## src/rtl/cpu_pkg.sv

```systemverilog
// Shared CPU definitions: opcode fields, the bubble instruction and the
// memory-stage FSM state type.
package cpu_pkg;

   localparam logic [1:0]  OP_LOAD  = 2'b10;
   localparam logic [1:0]  OP_STORE = 2'b11;
   localparam logic [15:0] INSN_NOP = 16'h0000;

   typedef enum logic {
      IDLE = 1'b0,
      BUSY = 1'b1
   } mem_state_t;

   function automatic logic is_mem_op(input logic [15:0] insn);
      return (insn[15:14] == OP_LOAD) || (insn[15:14] == OP_STORE);
   endfunction

endpackage

```

## src/rtl/mem_access_timer.sv

```systemverilog
// Wait counter for an outstanding memory request.
// Ports: clk, rst (async, active-high), clear (restart count),
//        enable (count this cycle), expired (this cycle is the TIMEOUT-th).
module mem_access_timer #(
   parameter int TIMEOUT = 255
) (
   input  logic clk,
   input  logic rst,
   input  logic clear,
   input  logic enable,
   output logic expired
);

   localparam int W = $clog2(TIMEOUT + 1);
   localparam logic [W-1:0] LIMIT = W'(TIMEOUT - 1);

   logic [W-1:0] r_count;

   always_ff @(posedge clk or posedge rst) begin
      if (rst) begin
         r_count <= '0;
      end else if (clear) begin
         r_count <= '0;
      end else if (enable) begin
         r_count <= r_count + W'(1);
      end
   end

   // r_count holds the number of waits already completed, so the
   // TIMEOUT-th waiting cycle is the one where it equals TIMEOUT-1.
   assign expired = enable && (r_count == LIMIT);

endmodule

```

## src/rtl/mem_access.sv

```systemverilog
// Memory-access pipeline stage: passes non-memory instructions through,
// issues one load/store at a time to memory and stalls upstream until
// the ack (or a timeout, which drops the instruction and sets fault).
// Ports: clk, rst; m_* upstream instruction and m_stall back-pressure;
//        mem_* memory request/response; w_insn writeback instruction;
//        mem_ro_port_value last load result; fault sticky timeout flag.
module mem_access
   import cpu_pkg::*;
#(
   parameter int TIMEOUT = 255
) (
   input  logic        clk,
   input  logic        rst,
   input  logic        m_valid,
   input  logic [15:0] m_insn,
   input  logic [15:0] m_addr,
   input  logic [15:0] m_data,
   output logic        m_stall,
   output logic        mem_req,
   output logic        mem_we,
   output logic [15:0] mem_addr,
   output logic [15:0] mem_wdata,
   input  logic        mem_ack,
   input  logic [15:0] mem_rdata,
   output logic [15:0] w_insn,
   output logic [15:0] mem_ro_port_value,
   output logic        fault
);

   mem_state_t r_state;
   mem_state_t w_next_state;

   logic        r_req;
   logic        r_we;
   logic [15:0] r_addr;
   logic [15:0] r_wdata;
   logic [15:0] r_insn;
   logic [15:0] r_winsn;
   logic [15:0] r_ro;
   logic        r_fault;

   logic w_is_mem;
   logic w_accept;
   logic w_busy;
   logic w_expired;

   assign w_is_mem = is_mem_op(m_insn);
   assign w_busy   = (r_state == BUSY);
   assign w_accept = !w_busy && m_valid && w_is_mem;

   mem_access_timer #(
      .TIMEOUT (TIMEOUT)
   ) u_timer (
      .clk     (clk),
      .rst     (rst),
      .clear   (w_accept),
      .enable  (w_busy),
      .expired (w_expired)
   );

   always_ff @(posedge clk or posedge rst) begin
      if (rst) begin
         r_state <= IDLE;
      end else begin
         r_state <= w_next_state;
      end
   end

   // Ack takes priority over expiry in the same cycle.
   always_comb begin
      w_next_state = r_state;
      unique case (r_state)
         IDLE: begin
            if (w_accept) begin
               w_next_state = BUSY;
            end
         end
         BUSY: begin
            if (mem_ack || w_expired) begin
               w_next_state = IDLE;
            end
         end
      endcase
   end

   always_ff @(posedge clk or posedge rst) begin
      if (rst) begin
         r_req   <= 1'b0;
         r_we    <= 1'b0;
         r_addr  <= '0;
         r_wdata <= '0;
         r_insn  <= INSN_NOP;
         r_winsn <= INSN_NOP;
         r_ro    <= '0;
         r_fault <= 1'b0;
      end else begin
         unique case (r_state)
            IDLE: begin
               if (m_valid && !w_is_mem) begin
                  r_winsn <= m_insn;
               end else begin
                  r_winsn <= INSN_NOP;
               end
               if (w_accept) begin
                  r_req   <= 1'b1;
                  r_we    <= m_insn[14];
                  r_addr  <= m_addr;
                  r_wdata <= m_data;
                  r_insn  <= m_insn;
               end
            end
            BUSY: begin
               if (mem_ack) begin
                  r_req   <= 1'b0;
                  r_winsn <= r_insn;
                  if (r_insn[15:14] == OP_LOAD) begin
                     r_ro <= mem_rdata;
                  end
               end else if (w_expired) begin
                  r_req   <= 1'b0;
                  r_fault <= 1'b1;
                  r_winsn <= INSN_NOP;
               end else begin
                  r_winsn <= INSN_NOP;
               end
            end
         endcase
      end
   end

   assign m_stall           = w_busy;
   assign mem_req           = r_req;
   assign mem_we            = r_we;
   assign mem_addr          = r_addr;
   assign mem_wdata         = r_wdata;
   assign w_insn            = r_winsn;
   assign mem_ro_port_value = r_ro;
   assign fault             = r_fault;

endmodule

```

## config.mk

```make
export PLATFORM = sky130hd
export DESIGN_NAME = mem_access
export DESIGN_NICKNAME = d
export VERILOG_FILES = /design/src/rtl/cpu_pkg.sv /design/src/rtl/mem_access_timer.sv /design/src/rtl/mem_access.sv
export SDC_FILE = /design/constraint.sdc
export NUM_CORES = 1
export LEC_CHECK = 0
export ABC_CLOCK_PERIOD_IN_PS = 3400
export CORE_UTILIZATION = 44
export DETAILED_ROUTE_END_ITERATION = 8
export GPL_ROUTABILITY_DRIVEN = 0
export PLACE_DENSITY_LB_ADDON = 0.05
export SYNTH_ARGS = -nofsm -noshare
export SYNTH_HDL_FRONTEND = slang
export SYNTH_SLANG_ARGS = --single-unit
```

## constraint.sdc

```tcl
create_clock -name clk -period 3.4 [get_ports clk]
set_input_delay 0.51 -clock clk [delete_from_list [all_inputs] [get_ports clk]]
set_output_delay 0.51 -clock clk [all_outputs]
set_load 0.05 [all_outputs]
```

==> impl_metrics.toml <==
[worst_setup_path]
arrival_ps = 1830
reg2reg_depth = 4
cp_num_buf_inv = 1
cp-end-kind = "output pin"
cp_num_cells = 1
required_ps = 2890
path_cells = "clkdlybuf4s50_1"
cpMaxStageDelayCell = "clkdlybuf4s50_1"
worst-path-max-fanout = 12
path_class = "flop to output pin"
worstSetupStartpointType = "flop"
critPathTopFamily = "buffers and inverters"
crit_path_max_incr_delay_ps = 900

[sta]
rsz0062_at_grt = "false"
drv_slew = 0
layout_setup_ws_ps = 1060
fmax_mhz = 427
worstMarginPinSlew_ps = 1000
tns_ps = 0
period_share_pct = 68.9
setup_violations = 0
finClkSkew_ps = 9.48
hold_viol_final = 0
relSlewSlack_pct = 32.9
period_needed_ps = 2340

[clock_network]
post_cts_buffers = 0
clock_sinks = 91
cts-root-buf = "clkbuf_8"
cts_tree = "built"
clkTransAtPathRegs_ps = 70
cts_made_buffers = 9
clk_path_buf_depth = 2
h-tree-depth = 3
cts-hold-fix-buffers = 0
clkLatencyLatePin_ps = 350
post_cts_resized = 0

[finish]
final_nets = 528
layout_common_cells = "nand2_1, clkdlybuf4s50_1, dfrtp_1"
drive_gt1_share_pct = 8.70
layout_commonest_cell = "nand2_1"
antenna_cells = 0
area.growth.synth_to_final_pct = 46.8
final_util_pct = 67.0

[detailed_routing]
routed_wl_um = 8050
via_count = 2718
antenna_left = 0
firstDrtPassIters = 4
wire_per_inst_um = 14.3
drt-initial-drc-count = 145
drc = 0
routed_via_density = 4.84

[global_route]
grt_pass1_vias = 2624
grt.busiest_layer = "met2"
use_met2_pct = 32.1
grtUsageTotal_pct = 20.9
gr-usage-met1_pct = 28.7
grt_pass1_wl_um = 13400
grt_max_degree = 51
use_met3_pct = 4.61
grt_remaining_overflow = 0
antenna_found_initial = 0

[floorplan]
die_height_um = 91.6
fp.dieW_um = 91.6
die-area_um2 = 8380
coreArea_um2 = 7730
initial_core_util_pct = 45.7
rows = 32
pin_count = 136

[pwr]
switchingPower_uw = 1360
switching_share_pct = 37.7
p_per_area_nw_per_um2 = 699
ir_worst_vdd_v = 0.000268
p_int_uw = 2260
p_total_uw = 3620
clock_power_share_pct = 21.2
p_leak_uw = 0.00247
p_seq_share_pct = 39.7
pwr-share-comb_pct = 39.2

[hold_path]
holdCritPathClass = "flop to flop"
whs_path_depth = 2

[run]
cap_violations = 0

[logic_synthesis]
yosysTopAreaCell = "dfrtp_1"
syn-mean-instance-area_um2 = 11.0
synthCells = 322
synth-seq-area-share_pct = 64.5
synthesis.area_um2 = 3530
synth_area_leaders = "dfrtp_1, nand2_1, mux2_4"
synth_nets = 392
ys_seq_elements = 91
ys_types = 27
synth_top_area_share_pct = 64.5
ys_warn_count = 0

[place]
pre_cts_ws_ps = 1160
dp_hpwl_um = 5620
port_buffers = 135

[status]
run_status = "finished clean"
cell families after synthesis:
kind of cell             count (synthesis)  synth area share, %
AND/OR/NAND/NOR                        163                 18.9
flip-flops                              91                 64.5
AO/OA/AOI/OAI                           28                 6.21
buffers and inverters                   20                 2.98
multiplexers                            16                 6.17
XOR/XNOR                                 2                0.497
adder cells (fa/ha/maj)                  2                0.709
final timing paths:
check                                        start                                to  slack [ps]
setup / recovery                 m_stall$_DFF_PP0_                           m_stall        1060
setup reg to reg                 m_stall$_DFF_PP0_             r_insn[6]$_DFFE_PP0P_        1580
max in group asynchronous                      rst         mem_wdata[14]$_DFFE_PP0P_        2120
min in group asynchronous                      rst  mem_ro_port_value[8]$_DFFE_PP0P_         580
hold / removal             mem_addr[2]$_DFFE_PP0P_           mem_addr[2]$_DFFE_PP0P_         480
hold reg to reg            mem_addr[2]$_DFFE_PP0P_           mem_addr[2]$_DFFE_PP0P_         480
synth_stat cells:
cell and n:
a21oi_1 1, a22o_1 15, a31o_2 1, and2_1 1, and3_1 1, and3b_1 1, buf_2 12, buf_6 2
clkbuf_1 2, dfrtp_1 91, ha_1 2, inv_1 4, mux2_2 6, mux2_4 10, nand2_1 145, nand2b_1 1
nand3_1 5, nand3b_1 1, nand3b_4 1, nand4_1 3, nor2_1 3, nor3b_2 1, o211ai_1 3, o21ai_0 3
o22ai_1 1, o31ai_1 4, xor2_1 2
area by class of cell:
class | count | area [µm²]
flip-flops and latches | 91 | 2280
repair buffers | 141 | 1410
fillers | 618 | 2550
well taps | 102 | 128
clock buffers | 10 | 138
clock inverters | 3 | 65.1
inverters | 4 | 16.3
multi-input cells | 211 | 1150
worst min-delay path: cells and delay by family (launching register included):
| kind | cells | cell delay [ps] |
|---|---|---|
| flip-flops | 1 | 340 |
| AND/OR/NAND/NOR | 2 | 100 |
power by group through the flow:
stage | Combinational (µW) | Clock, µW | Sequential (µW)
finish | 1420 | 765 | 1430
CTS | 1430 | 785 | 1440
global route | 1490 | 827 | 1470
detailed placement | 1430 | 0 | 1460
floorplan | 293 | 0 | 2070
global placement | 1410 | 0 | 1440
per-stage QoR:
step / instances / hold slack, ps / area, µm²
2_1_floorplan: 322 / 446 / 3530
3_3_place_gp: 549 / 457 / 4980
3_5_place_dp: 549 / 461 / 4980
4_1_cts: 562 / 479 / 5180
5_1_grt: 562 / 493 / 5180
6_report: 562 / 476 / 5180
registers in the layout, summed over array words and instances, names as in the netlist:
| register | cells |
|---|---|
| mem_req | 1 |
| m_stall | 1 |
| u_timer.r_count | 8 |
| mem_ro_port_value | 16 |
| mem_addr | 16 |
| fault | 1 |
| w_insn | 16 |
| r_insn | 16 |
| mem_wdata | 16 |
layer usage:
metal  up-vias  wire, µm
met1      1301      3590
met3        14       423
li1       1309         -
met5         -         0
met4         0       169
met2        94      3860
No activity file was read; power rests on OpenSTA's default activity.
